==> src/rtl/rapid_pkg.sv <==
// rapid_pkg: shared types and constants for the memory-access stage.
//   XLEN            default datapath width
//   control_mem_s   control bundle handed over from execute
//   mem_state_e     memory-access FSM state encoding
//   FCS_*           load/store width encodings carried in fcs_opcode
//   mem_access_ok() legality + alignment check for a memory instruction
package rapid_pkg;

  localparam int XLEN = 32;

  typedef struct packed {
    logic       mem;         // instruction touches data memory
    logic       iop;         // 1 = store, 0 = load
    logic [2:0] fcs_opcode;  // access width / signedness
    logic [4:0] rd;          // destination register
  } control_mem_s;

  typedef enum logic [1:0] {
    MEM_IDLE = 2'd0,
    MEM_WAIT = 2'd1,
    MEM_DONE = 2'd2
  } mem_state_e;

  localparam logic [2:0] FCS_LB  = 3'b000;
  localparam logic [2:0] FCS_LH  = 3'b001;
  localparam logic [2:0] FCS_LW  = 3'b010;
  localparam logic [2:0] FCS_LBU = 3'b100;
  localparam logic [2:0] FCS_LHU = 3'b101;
  localparam logic [2:0] FCS_SB  = 3'b000;
  localparam logic [2:0] FCS_SH  = 3'b001;
  localparam logic [2:0] FCS_SW  = 3'b010;

  // True when the encoding exists for the access direction and the
  // address is naturally aligned for the access width.
  function automatic logic mem_access_ok(input logic       iop,
                                         input logic [2:0] fcs,
                                         input logic [1:0] addr_lo);
    logic ok;
    ok = 1'b0;
    if (iop) begin
      case (fcs)
        FCS_SB:  ok = 1'b1;
        FCS_SH:  ok = (addr_lo[0] == 1'b0);
        FCS_SW:  ok = (addr_lo == 2'b00);
        default: ok = 1'b0;
      endcase
    end else begin
      case (fcs)
        FCS_LB, FCS_LBU: ok = 1'b1;
        FCS_LH, FCS_LHU: ok = (addr_lo[0] == 1'b0);
        FCS_LW:          ok = (addr_lo == 2'b00);
        default:         ok = 1'b0;
      endcase
    end
    return ok;
  endfunction

endpackage

==> src/rtl/mem_access_unit_load_align.sv <==
// load_align: combinational extraction of a load result from a memory word.
//   i_rdata      raw word returned by data memory
//   i_fcs_opcode load width / signedness
//   i_addr_lo    byte offset inside the word
//   o_data       selected byte/half/word, sign- or zero-extended to XLEN
module load_align
  import rapid_pkg::*;
#(
  parameter int XLEN = rapid_pkg::XLEN
) (
  input  logic [XLEN-1:0] i_rdata,
  input  logic [2:0]      i_fcs_opcode,
  input  logic [1:0]      i_addr_lo,
  output logic [XLEN-1:0] o_data
);

  logic [7:0]  w_byte;
  logic [15:0] w_half;

  assign w_byte = i_rdata[{i_addr_lo, 3'b000} +: 8];
  // Halfwords are only legal at offsets 0 and 2, so addr_lo[1] picks the half.
  assign w_half = i_addr_lo[1] ? i_rdata[31:16] : i_rdata[15:0];

  always_comb begin
    o_data = '0;
    case (i_fcs_opcode)
      FCS_LB:  o_data = {{(XLEN-8){w_byte[7]}}, w_byte};
      FCS_LH:  o_data = {{(XLEN-16){w_half[15]}}, w_half};
      FCS_LW:  o_data = i_rdata;
      FCS_LBU: o_data = {{(XLEN-8){1'b0}}, w_byte};
      FCS_LHU: o_data = {{(XLEN-16){1'b0}}, w_half};
      default: o_data = '0;
    endcase
  end

endmodule

==> src/rtl/mem_access_unit.sv <==
// mem_access_unit: memory stage between execute and writeback.
//   i_clk/i_rst         clock, asynchronous active-high reset
//   i_valid/o_ready     execute hand-off (o_ready high only in IDLE)
//   i_control_signal    mem/iop/fcs_opcode/rd bundle
//   i_rd_output/i_rs2   ALU result (address for memory ops) / store data
//   o_dmem_*/i_dmem_*   single-outstanding data-memory request/response
//   o_wb_*              writeback pulse
//   o_fault             one-cycle pulse on misaligned or illegal access
//   o_dbg_state         current FSM state for observation
//
// Handshake: an instruction is taken on any rising edge where
// i_valid && o_ready; all inputs are captured on that edge. The memory side
// holds o_dmem_req and its address/we/wdata/wstrb steady until the edge on
// which i_dmem_ack is seen (i_dmem_rdata is valid in that same cycle); ack in
// any other state is ignored.
module mem_access_unit
  import rapid_pkg::*;
#(
  parameter int XLEN = rapid_pkg::XLEN
) (
  input  logic               i_clk,
  input  logic               i_rst,
  input  logic               i_valid,
  output logic               o_ready,
  input  control_mem_s       i_control_signal,
  input  logic [XLEN-1:0]    i_rd_output,
  input  logic [XLEN-1:0]    i_rs2,
  output logic               o_dmem_req,
  output logic               o_dmem_we,
  output logic [XLEN-1:0]    o_dmem_addr,
  output logic [XLEN-1:0]    o_dmem_wdata,
  output logic [3:0]         o_dmem_wstrb,
  input  logic               i_dmem_ack,
  input  logic [XLEN-1:0]    i_dmem_rdata,
  output logic               o_wb_valid,
  output logic [4:0]         o_wb_rd,
  output logic [XLEN-1:0]    o_wb_data,
  output logic               o_fault,
  output mem_state_e         o_dbg_state
);

  mem_state_e      r_state;
  logic            r_iop;
  logic [2:0]      r_fcs;
  logic [4:0]      r_rd;
  logic [XLEN-1:0] r_addr;
  logic [XLEN-1:0] r_wdata;
  logic [3:0]      r_wstrb;
  logic [XLEN-1:0] r_rdata;
  logic            r_wb_valid;
  logic [4:0]      r_wb_rd;
  logic [XLEN-1:0] r_wb_data;
  logic            r_fault;

  logic            w_accept;
  logic            w_legal;
  logic [XLEN-1:0] w_st_wdata;
  logic [3:0]      w_st_wstrb;
  logic [XLEN-1:0] w_load_data;
  logic            w_done_wb;

  assign w_accept = i_valid && o_ready;
  assign w_legal  = mem_access_ok(i_control_signal.iop,
                                  i_control_signal.fcs_opcode,
                                  i_rd_output[1:0]);

  // Store lane image: data replicated so every enabled lane carries it.
  always_comb begin
    w_st_wdata = '0;
    w_st_wstrb = 4'b0000;
    if (i_control_signal.iop) begin
      case (i_control_signal.fcs_opcode)
        FCS_SB: begin
          w_st_wdata = {(XLEN/8){i_rs2[7:0]}};
          w_st_wstrb = 4'b0001 << i_rd_output[1:0];
        end
        FCS_SH: begin
          w_st_wdata = {(XLEN/16){i_rs2[15:0]}};
          w_st_wstrb = i_rd_output[1] ? 4'b1100 : 4'b0011;
        end
        FCS_SW: begin
          w_st_wdata = i_rs2;
          w_st_wstrb = 4'b1111;
        end
        default: begin
          w_st_wdata = '0;
          w_st_wstrb = 4'b0000;
        end
      endcase
    end
  end

  always_ff @(posedge i_clk or posedge i_rst) begin
    if (i_rst) begin
      r_state    <= MEM_IDLE;
      r_iop      <= 1'b0;
      r_fcs      <= 3'b000;
      r_rd       <= 5'd0;
      r_addr     <= '0;
      r_wdata    <= '0;
      r_wstrb    <= 4'b0000;
      r_rdata    <= '0;
      r_wb_valid <= 1'b0;
      r_wb_rd    <= 5'd0;
      r_wb_data  <= '0;
      r_fault    <= 1'b0;
    end else begin
      r_wb_valid <= 1'b0;
      r_fault    <= 1'b0;
      case (r_state)
        MEM_IDLE: begin
          if (w_accept) begin
            if (!i_control_signal.mem) begin
              r_wb_valid <= 1'b1;
              r_wb_rd    <= i_control_signal.rd;
              r_wb_data  <= i_rd_output;
            end else if (!w_legal) begin
              r_fault <= 1'b1;
            end else begin
              r_state <= MEM_WAIT;
              r_iop   <= i_control_signal.iop;
              r_fcs   <= i_control_signal.fcs_opcode;
              r_rd    <= i_control_signal.rd;
              r_addr  <= i_rd_output;
              r_wdata <= w_st_wdata;
              r_wstrb <= w_st_wstrb;
            end
          end
        end
        MEM_WAIT: begin
          if (i_dmem_ack) begin
            r_rdata <= i_dmem_rdata;
            r_state <= MEM_DONE;
          end
        end
        MEM_DONE: r_state <= MEM_IDLE;
        default:  r_state <= MEM_IDLE;
      endcase
    end
  end

  load_align #(.XLEN(XLEN)) u_load_align (
    .i_rdata      (r_rdata),
    .i_fcs_opcode (r_fcs),
    .i_addr_lo    (r_addr[1:0]),
    .o_data       (w_load_data)
  );

  // Loads write back during DONE; rd=0 still performs the access but is
  // not written back. Non-memory results come from the registered pulse,
  // which can only occur in IDLE, so the two sources never overlap.
  assign w_done_wb = (r_state == MEM_DONE) && !r_iop && (r_rd != 5'd0);

  assign o_ready      = (r_state == MEM_IDLE);
  assign o_dmem_req   = (r_state == MEM_WAIT);
  assign o_dmem_we    = (r_state == MEM_WAIT) && r_iop;
  assign o_dmem_addr  = {r_addr[XLEN-1:2], 2'b00};
  assign o_dmem_wdata = r_wdata;
  assign o_dmem_wstrb = r_wstrb;
  assign o_wb_valid   = r_wb_valid || w_done_wb;
  assign o_wb_rd      = (r_state == MEM_DONE) ? r_rd : r_wb_rd;
  assign o_wb_data    = (r_state == MEM_DONE) ? w_load_data : r_wb_data;
  assign o_fault      = r_fault;
  assign o_dbg_state  = r_state;

endmodule

==> config.mk <==
export PLATFORM = sky130hd
export DESIGN_NAME = mem_access_unit
export DESIGN_NICKNAME = d
export VERILOG_FILES = /design/src/rtl/rapid_pkg.sv /design/src/rtl/mem_access_unit_load_align.sv /design/src/rtl/mem_access_unit.sv
export SDC_FILE = /design/constraint.sdc
export NUM_CORES = 1
export LEC_CHECK = 0
export BUFFER_PORTS_ARGS = -buffer_cell sky130_fd_sc_hd__buf_2
export CAP_MARGIN = 20
export CORE_MARGIN = 4
export CORE_UTILIZATION = 25
export DETAILED_ROUTE_END_ITERATION = 16
export SYNTH_ARGS = -nofsm -noshare
export SYNTH_HDL_FRONTEND = slang
export SYNTH_HIERARCHICAL = 1
export SYNTH_SLANG_ARGS = --single-unit
==> constraint.sdc <==
create_clock -name i_clk -period 11.44 [get_ports i_clk]
set_clock_uncertainty 0.2 [all_clocks]
set_input_delay 2.288 -clock i_clk [delete_from_list [all_inputs] [get_ports i_clk]]
set_output_delay 2.288 -clock i_clk [all_outputs]
set_load 0.03 [all_outputs]
==> results of run 1 <==
## kinds of logic after synthesis
kind of cell    synth area share (%)
other cells                   0.0494
mux                             26.3
simple gates                    8.42
flops                           49.4
buf+inv                         6.46
compound gates                  9.38
## cell type report
cell class | instances | area (sq um) | share of cell area (%)
Multi-Input combinational cell | 427 | 3380 | 36.1
Clock buffer | 20 | 457 | 4.87
Inverter | 5 | 23.8 | 0.254
Tap cell | 390 | 488 | 5.21
Antenna cell | 1 | 2.50 | 0.0267
Timing Repair Buffer | 226 | 1150 | 12.3
Clock inverter | 12 | 118 | 1.26
Sequential cell | 150 | 3750 | 40.1
## metal layers
metal  global-route usage [%]  vias up  part of all wire (%)
li1                         -     2666                     -
met2                     21.3      210                    46
met4                     3.78        8                   1.6
met3                     5.00       26                   7.6
met5                        0        -                  0.22
met1                     18.2     2772                    44
## path summary, 6_finish.rpt
kind,from,endpoint,slack [ps],depth (start not counted)
setup / recovery,r_fcs[1],o_wb_data[7],5930,5
hold / removal,o_dmem_wdata[18],o_dmem_wdata[18],270,2
setup reg to reg,o_dbg_state[0],r_wb_data[23],9190,5
hold reg to reg,o_dmem_wdata[18],o_dmem_wdata[18],270,2
max in group asynchronous,i_rst,r_rdata[17],7830,3
min in group asynchronous,i_rst,o_fault,1800,2
## registers in the layout (all words and copies together), names as in the netlist
register      count
o_dbg_state       2
o_dmem_wdata     32
o_dmem_wstrb      4
o_fault           1
r_addr           32
r_fcs             3
r_iop             1
r_rd              5
r_rdata          32
r_wb_data        32
r_wb_rd           5
r_wb_valid        1
## cell usage after synthesis
library cell | n | area (sq um)
buf_4 | 35 | 263
mux2i_1 | 24 | 240
nor3_1 | 6 | 30.0
a21oi_1 | 10 | 50.1
nand2_1 | 73 | 274
buf_2 | 20 | 100
nor2b_1 | 15 | 93.8
o221ai_1 | 6 | 52.6
o2111ai_2 | 1 | 15.0
buf_6 | 2 | 22.5
o211ai_1 | 16 | 120
nor3b_2 | 1 | 12.5
nor2_1 | 8 | 30.0
nand2b_1 | 3 | 18.8
nor3b_1 | 1 | 7.51
a31o_2 | 1 | 8.76
dfrtp_1 | 150 | 3750
clkbuf_1 | 15 | 56.3
conb_1 | 1 | 3.75
o31ai_1 | 8 | 60.1
a21o_1 | 1 | 7.51
nand3b_1 | 8 | 60.1
a22oi_4 | 1 | 21.3
mux2_4 | 5 | 75.1
nand3_1 | 17 | 85.1
a21boi_0 | 1 | 7.51
nand2b_2 | 1 | 8.76
inv_1 | 5 | 18.8
a211o_1 | 1 | 8.76
o21ai_0 | 54 | 270
a221o_1 | 4 | 40.0
and2_1 | 1 | 6.26
buf_1 | 8 | 30.0
mux2_2 | 149 | 1680
o22ai_1 | 3 | 18.8
or2_2 | 1 | 6.26
nor4_1 | 1 | 6.26
a221oi_1 | 1 | 8.76
a22oi_1 | 3 | 22.5
## cells in the final DEF (no fill, tap or decap), drive strengths merged, types with 2 or more instances in the layout
master	synthesis	routed
o221ai	6	6
mux2	154	154
clkbuf	15	20
mux2i	24	24
nand3	17	17
nor2b	15	15
a221o	4	4
o31ai	8	8
nor2	8	8
nand3b	8	8
a22oi	4	4
clkinv	0	3
a21oi	10	10
o22ai	3	3
dfrtp	150	150
o21ai	54	54
nor3	6	6
buf	65	226
nor3b	2	2
o211ai	16	16
conb	1	2
clkinvlp	0	4
nand2	73	73
inv	5	9
nand2b	4	4
## stage by stage
stage | hold WS, ps | setup slack, ps | std cells | utilization [%] | total power [mW]
after floorplan | 276 | 4920 | 662 | - | 1.29
after global placement | 256 | 6430 | 1197 | 29.5 | 1.45
after detailed placement | 264 | 6380 | 1197 | 29.5 | 1.46
after CTS | 279 | 5880 | 1229 | 31.4 | 2.04
after global routing | 298 | 5710 | 1230 | 31.4 | 2.12
final | 270 | 5930 | 1231 | 31.4 | 2.00
## power breakdown
group          internal, mW  switching, mW  total (mW)
sequential            0.661          0.108       0.769
clock                 0.314          0.245       0.559
combinational         0.271          0.401       0.672
## worst register-to-register path: cells and delay by family, from the launching register on
family,cells,cell delay [ps]
buffers and inverters,1,490
DFF,1,450
and+or+nand+nor,3,520
muxes,1,450
==> metrics.md, run 1 <==
| Metric | Value |
|---|---|
| Synth unique cells | 39 |
| Overall routed net length | approximately 23000 um |
| CTS tree | done |
| Crit path cell chain | nor2b_1 > a22oi_4 > o221ai_1 > mux2_2 > buf_2 |
| Cell Area, Placed | around 9000 sq um |
| FILL cells | roughly 3100 |
| Drt pass-1 iters | 4 |
| Root buffer cell | clkbuf_16 |
| Final setup TNS | 0 ps |
| Via count | 5682 |
| Nets@finish | 937 |
| Max cap viols | 0 |
| Gr usage total | 13.7% |
| Hold Path Class | reg2reg |
| Max Slew Vio Count | 0 |
| Largest net degree at the start of global routing | 85 |
| Deepest clock path buffer count | 2 |
| Measured slew at the worst slew-check pin | 1020 ps |
| Vias per cell | 4.62 |
| Detailed Route Iter0 Violations | about 320 |
| Worst-skew pair later-pin latency | 420 ps |
| # clock sinks | 150 |
| CP max stage delay | 960 ps |
| FP Rows | 63 |
| Initial Utilization | 25.5% |
| Full die area | approximately 33000 sq um |
| Detail Placement HPWL | between 15000 and 20000 um |
| Fin crit period | about 5500 ps |
| I/O pins | 222 |
| Core Box Area | 29800 sq um |
| Pwr Density | 213 nW/um^2 |
| CP top delay family | flip-flops |
| Post CTS Setup Buffer Count | 0 |
| Clock transition at path regs | roughly 70 ps |
| Post-Synthesis Cell Area | around 7600 sq um |
| Num CTS Buffers | 17 |
| Hold_buf cts | 0 |
| Area growth, synth to finish | 23.4% |
| Total global routing overflow | 0 |
| Outcome | finished, final reports clean |
| First-pass GRT wire length | 35000 um |
| Worst EP required | 8950 ps |
| Max Freq | 0.182 GHz |
| Drt drc | 0 |
| Crit path kind | reg2out |
| CTS H-tree depth | 4 |
| Maximum vdd drop | 91.5 uV |
| Drt wl/cell | roughly 19 um |
| CTS resizes | 0 |
| Routed Antenna Nets | 0 |
| Vias in the first global route | 5660 |
| Critical-path maximum fanout | 33 |
| P_leak | about 4.3 nW |
| RePlAce Congestion | around 0.80 |
| Unrepaired setup endpoints after global routing | false |
| Hold Fails Final Rpt | 0 |
| Yosys warns | 6 |
| Seq cells post-synth | 150 |
| Headroom to the max-slew limit | approximately a third |
| Crit. End Element | output pin |
| Setup violators final | 0 |
| DIE WIDTH | 182 um |
| Post-route cell area | 9370 sq um |
| Initial antenna violation count | 5 |
| Startpoint type of the worst setup path | flip-flop |
| Buffers & Inverters on Critical Path | 1 |
| Mapped Cells | 661 |
| # port buffers | 219 |
| Chip height | between 150 and 200 um |
| Fraction of layout cells with a size suffix above 1 | 50.0% |
| Register area share after synthesis | 49.4% |
| CP arrival | 3020 ps |
| Avg Cell Area, Syn | around 11 sq um |
| Worst path slowest cell | dfrtp_1 |
| Tcrit/Tclk final | 48.2% |
No activity file was read; power rests on OpenSTA's default activity.
==> run 2, diff against run 1 <==
- clock period: 11.44 -> 5 ns (I/O delays scaled with it)
==> run 2 against run 1 <==
Against the previous run: utilization rose by 0.21 points; clock power up 150%; via count decreased by 0.70%; sequential share of layout area is 0.26 points lower; critical path type unchanged; largest cell class unchanged.
==> metrics.md, run 2 (same netlist as run 1, synthesis figures left out) <==
| Metric | Value |
|---|---|
| Startpoint type of the worst setup path | flip-flop |
| Core Box Area | 29800 sq um (unchanged) |
| Detailed Route Iter0 Violations | 277 (-13%) |
| Routed Antenna Nets | 0 (unchanged) |
| Core Util, Final | 31.6% (+0.21 points) |
| CTS resizes | 0 (unchanged) |
| Deepest clock path buffer count | 2 (unchanged) |
| Fin crit period | 4040 ps |
| Pwr Density | 497 nW/um^2 (+130%) |
| Overall routed net length | 23100 um (about the same) |
| Hold Fails Final Rpt | 0 (unchanged) |
| Root buffer cell | clkbuf_16 |
| Nets@finish | 938 (+0.11%) |
| Largest net degree at the start of global routing | 151 (+78%) |
| Placed insts | 1197 (unchanged) |
| Fraction of layout cells with a size suffix above 1 | 50.2% (+0.18 points) |
| Outcome | finished, final reports clean |
| Full die area | 33200 sq um (unchanged) |
| CP arrival | 2840 ps (-180 ps) |
| Max Freq | 0.247 GHz |
| Chip height | 182 um (unchanged) |
| P_leak | 4.34 nW (+0.95%) |
| Final setup TNS | 0 ps (unchanged) |
| CTS H-tree depth | 4 (unchanged) |
| RePlAce Congestion | 0.762 (-5.0%) |
| Total global routing overflow | 0 (unchanged) |
| Commonest non-fill, non-tap cells in the layout | 219 x buf_2, 150 x dfrtp_1, 149 x mux2_2 |
| Measured slew at the worst slew-check pin | 899 ps (-123 ps) |
| FP Rows | 63 (unchanged) |
| Unrepaired setup endpoints after global routing | false |
| Via count | 5642 (-0.70%) |
| Area growth, synth to finish | 24.2% |
| DIE WIDTH | 182 um (unchanged) |
| First-pass GRT wire length | 35500 um (+1.4%) |
| Hold Path Class | reg2reg |
| Critical-path maximum fanout | 25 (-24%) |
| # clock sinks | 150 (unchanged) |
| Vias in the first global route | 5772 (+2.0%) |
| Worst EP required | 3800 ps (-5150 ps) |
| FILL cells | 3085 (+0.52%) |
| Drt wl/cell | 18.8 um (about the same) |
| Most common cell after layout, fill and taps aside | buf_2 |
| ANT cells | 0 (-1) |
| Hold_buf cts | 0 (unchanged) |
| Tot Pwr | 4.69 mW (+130%) |
| Setup violators final | 0 (unchanged) |
| Max Slew Vio Count | 0 (unchanged) |
| Crit path kind | reg2out |
| Tcrit/Tclk final | 80.8% |
| Clock transition at path regs | 70 ps (about the same) |
| Worst-skew pair later-pin latency | 420 ps (about the same) |
| Drt pass-1 iters | 4 (unchanged) |
| CTS tree | done |
| Num CTS Buffers | 17 (unchanged) |
| Headroom to the max-slew limit | 40.1% (+8.2 points) |
| Maximum vdd drop | 209 uV (+130%) |
| Non-filler cells, final | 1231 (unchanged) |
| Max cap viols | 0 (unchanged) |
| Detail Placement HPWL | 16500 um (-0.15%) |
| Initial Utilization | 25.5% (unchanged) |
| I/O pins | 222 (unchanged) |
| Vias per cell | 4.58 (-0.70%) |
| Drt drc | 0 (unchanged) |
| # port buffers | 219 (unchanged) |
| Initial antenna violation count | 3 (-2) |
| Crit. End Element | output pin |
| Post CTS Setup Buffer Count | 0 (unchanged) |
| Gr usage total | 13.8% (+0.078 points) |
run 2: metrics by stage:
step | setup slack, ps | hold slack, ps | cell area (sq um)
3_3_place_gp | 1490 | 257 | 8810
3_5_place_dp | 1430 | 265 | 8810
2_1_floorplan | 1910 | 276 | 7600
4_1_cts | 963 | 280 | 9420
6_report | 958 | 275 | 9430
5_1_grt | 841 | 308 | 9430
run 2: metal layers:
layer / vias up / share of wire [%] / routed length (um) / GRT usage [%]
li1: 2655 / - / - / -
met1: 2765 / 45 / 10400 / 18.2
met2: 196 / 47 / 10800 / 22.3
met3: 20 / 7.2 / 1660 / 4.27
met4: 6 / 0.90 / 209 / 3.21
met5: - / 0.20 / 47 / 0
run 2: final cells by class:
cell class,instances,area (sq um),area share (%)
well taps,390,488,5.17
repair buffers,227,1180,12.5
inverters,5,22.5,0.239
clock inverters,15,181,1.92
multi-input cells,427,3380,35.8
flip-flops and latches,150,3750,39.8
clock buffers,17,425,4.51
run 2: path summary, 6_finish.rpt:
| path | start | end | slack [ps] | depth (start not counted) |
|---|---|---|---|---|
| worst min register to register | o_dmem_wdata[23] | o_dmem_wdata[23] | 270 | 2 |
| max in group asynchronous | i_rst | r_wb_data[26] | 3320 | 3 |
| worst max-delay path | r_addr[1] | o_wb_data[7] | 960 | 5 |
| min in group asynchronous | i_rst | o_dmem_wdata[19] | 600 | 3 |
| worst max register to register | o_dbg_state[0] | r_wb_data[22] | 2400 | 5 |
| worst min-delay path | o_dmem_wdata[23] | o_dmem_wdata[23] | 270 | 2 |
run 2: power breakdown:
part	switching [mW]	internal, mW	leakage, nW	total (mW)
Sequential	0.229	1.51	1.85	1.74
Combinational	0.946	0.629	2.19	1.57
Clock	0.613	0.761	0.299	1.37
run 2: worst max-delay path, cell delays in order (launching register included):
cell and delay, ps:
dfrtp_1 790, nor2_1 200, a22oi_4 600, o221ai_1 300
mux2_2 330, buf_2 180
==> run 3, diff against run 2 <==
- ABC_AREA: not set -> 1
- clock period: 5 -> 3.5 ns (I/O delays scaled with it)
==> run 3 against run 2 <==
Against the previous run: worst hold slack got worse by 13 ps; sequential power grew 41%; clock power increased by 38%; cell count grew 41%; synthesized cell count increased by 75%; clock-buffer cell count grew 1; combinational power rose by 33%; largest cell class unchanged; largest power group unchanged.
==> metrics.md, run 3 <==
| Metric | Value |
|---|---|
| Final worst setup slack | 334 ps (-624 ps) |
| Synth area leaders | dfrtp_1 47%, nand2_1 33%, nand3_1 4.1% |
| Leading area contributor after synthesis | dfrtp_1 |
| Root buffer cell | clkbuf_16 |
| Hold Path Class | in2reg |
| Measured slew at the worst slew-check pin | 972 ps (+73.7 ps) |
| Full die area | 34700 sq um (+4.6%) |
| Chip height | 186 um (+2.3%) |
| Drt drc | 0 (unchanged) |
| Core Box Area | 31500 sq um (+5.6%) |
| Crit path kind | reg2out |
| Hold_buf cts | 1 (+1) |
| Maximum vdd drop | 325 uV (+55%) |
| FP Rows | 65 (+3.2%) |
| Number of flops mapped to enable cells by yosys | 0 (unchanged) |
| Outcome | finished, final reports clean |
| Max cap viols | 0 (unchanged) |
| Avg Cell Area, Syn | 6.90 sq um (-40%) |
| Routed met3 length | 1990 um (+20%) |
| FILL cells | 3421 (+11%) |
| Share of the synthesized area in the top cell type | 47.2% (-2.3 points) |
| Pwr Density | 658 nW/um^2 (+32%) |
| Multiplexer share of the synthesized area | 0% (-26 points) |
| CP max stage delay | 560 ps (-230 ps) |
| Overall routed net length | 27100 um (+17%) |
| Register area share after synthesis | 47.2% (-2.3 points) |
| Xor and xnor area share after synthesis | 0% (unchanged) |
| Routed Antenna Nets | 0 (unchanged) |
| Drt pass-1 iters | 5 (+1) |
| Critical-path maximum fanout | 24 (-4.0%) |
| Drt wl/cell | 15.6 um (-17%) |
| Initial antenna violation count | 0 (-3) |
| Top Metal Used | met4 |
| M1 WL | 12000 um (+15%) |
| First-pass GRT wire length | 43200 um (+22%) |
| Most common cell in the netlist | nand2_1 |
| Total global routing overflow | 0 (unchanged) |
| # clock sinks | 150 (unchanged) |
| Clock transition at path regs | 70 ps (about the same) |
| Final setup TNS | 0 ps (unchanged) |
| Headroom to the max-slew limit | 35.1% (-5.0 points) |
| Setup violators final | 0 (unchanged) |
| Worst path slowest cell | dfrtp_1 |
| Hold Fails Final Rpt | 0 (unchanged) |
| Most Frequent Cell on Critical Path | nand2_1 |
| Worst hold start | i_dmem_rdata[24] |
| Compound-gate portion of the synthesized area | 1.70% (-7.7 points) |
| Mapped Cells | 1154 (+75%) |
| Most common cell after layout, fill and taps aside | nand2_1 |
| Register Area | 3750 sq um (unchanged) |
| Unrepaired setup endpoints after global routing | false |
| Synth top cells by count | 692 x nand2_1, 150 x dfrtp_1, 65 x nand3_1, 62 x inv_1, 42 x nor2_1 |
| Post-Synthesis Cell Area | 7960 sq um (+4.8%) |
| Num CTS Buffers | 17 (unchanged) |
| Max Freq | 0.316 GHz |
| Gr usage total | 15.5% (+1.6 points) |
| Core Util, Final | 31.1% (-0.57 points) |
| Critical Path Start | r_addr[1] |
| Commonest non-fill, non-tap cells in the layout | 692 x nand2_1, 219 x buf_2, 150 x dfrtp_1 |
| Fin Hold WS | 262 ps (-12.6 ps) |
| Synthesized-area fraction occupied by adder cells | 0% (unchanged) |
| Synth Area in Simple Gates | 41.4% (+33 points) |
| FFs w/ async S/R, synth | 100% (unchanged) |
| Worst EP required | 2600 ps (-1200 ps) |
| Crit. End Element | output pin |
| Detail Placement HPWL | 20000 um (+21%) |
| ANT cells | 0 (unchanged) |
| Tcrit/Tclk final | roughly 90% |
| Detailed Route Iter0 Violations | 451 (+63%) |
| CTS H-tree depth | 4 (unchanged) |
| # port buffers | 219 (unchanged) |
| CP arrival | 2270 ps (-570 ps) |
| Largest net degree at the start of global routing | 78 (-48%) |
| Post CTS Setup Buffer Count | 0 (unchanged) |
| Synth unique cells | 26 (-33%) |
| Largest family of logic cells by synthesized area | simple AND/OR/NAND/NOR gates |
| Deepest clock path buffer count | 2 (unchanged) |
| Fin crit period | 3170 ps |
| Worst-skew pair later-pin latency | 420 ps (about the same) |
| Via count | 7628 (+35%) |
| CTS resizes | 0 (unchanged) |
| RePlAce Congestion | 0.921 (+21%) |
| Ys flop type | dfrtp_1 |
| Max Slew Vio Count | 0 (unchanged) |
| Area growth, synth to finish | 22.9% |
| Placed insts | 1702 (+42%) |
| P_leak | 5.81 nW (+34%) |
| Crit path cell chain | inv_4 > nand2_4 > nand3_1 > nand2_1 > nand2_2 > nand2_1 > nand2_1 > nand2_1 > buf_2 |
| Multi-input gate area | 3450 sq um (+2.2%) |
| Vias in the first global route | 7829 (+36%) |
| Startpoint type of the worst setup path | flip-flop |
| Fraction of layout cells with a size suffix above 1 | 21.0% (-29 points) |
| CTS tree | done |
| Initial Utilization | 25.3% (-0.20 points) |
| Nets@finish | 1430 (+52%) |
| Pre-CTS setup slack | 744 ps (-684 ps) |
| DIE WIDTH | 186 um (+2.3%) |
| Yosys warns | 6 (unchanged) |
| Non-filler cells, final | 1735 (+41%) |
| Vias per cell | 4.40 (-4.1%) |
| Seq cells post-synth | 150 (unchanged) |
| Met2 Wirelength | 12600 um (+16%) |
| FF-to-FF Start | o_dbg_state[1] |
| I/O pins | 222 (unchanged) |
run 3: changes by cell type in the layout (fill, tap and decap cells not counted), sizes merged, moves of 8 or more:
cell	delta
inv	+59
nand3	+48
nor2	+42
mux2	-154
mux2i	-24
nand2	+624
nor2b	-15
o21ai	-41
o31ai	-8
o211ai	-16
run 3: cell families (layout without fill, tap and decap cells):
kind of cell	count (synthesis)	in the layout
buffers and inverters	151	329
and+or+nand+nor	826	826
DFF	150	150
other	1	2
AOI/OAI and AO/OA	26	26
run 3: critical path, delay by kind of cell, from the launching register on:
kind                   cells  cell delay, ps
DFF                        1             560
and+or+nand+nor            7             910
buffers and inverters      2             370
run 3: power by group:
group	switching, mW	internal, mW	total (mW)	leakage [nW]
Sequential	0.320	2.13	2.45	1.92
Clock	0.861	1.03	1.89	0.293
Combinational	1.48	0.611	2.09	3.60
run 3: final timing paths:
check                                endpoint  slack, ps  cells after the start
worst max-delay path            o_wb_data[25]        330                      9
worst min-delay path              r_rdata[24]        260                      3
worst max register to register     r_rdata[5]       1200                      6
worst min register to register  r_wb_data[28]        270                      2
max in group asynchronous       r_wb_data[21]       1600                      4
min in group asynchronous          r_addr[29]        590                      3
run 3: final cells by class:
cell class	instances	area share [%]
clock buffer	18	4.49
clock inverter	14	1.55
inverter	66	2.60
multi-input combinational	854	35.3
sequential	150	38.4
tap	402	5.14
timing repair buffer	231	12.5
run 3: through the flow:
stage | cell area [sq um] | total power [mW]
floorplan | 7970 | 4.01
global placement | 9180 | 4.54
detailed placement | 9180 | 4.56
CTS | 9780 | 6.51
global route | 9780 | 6.85
finish | 9780 | 6.43
run 3: layer usage:
metal	vias to the layer above	GRT usage [%]
met5	-	0
met4	0	4.89
met3	38	4.51
met2	300	25.4
met1	3507	19.7
li1	3783	-
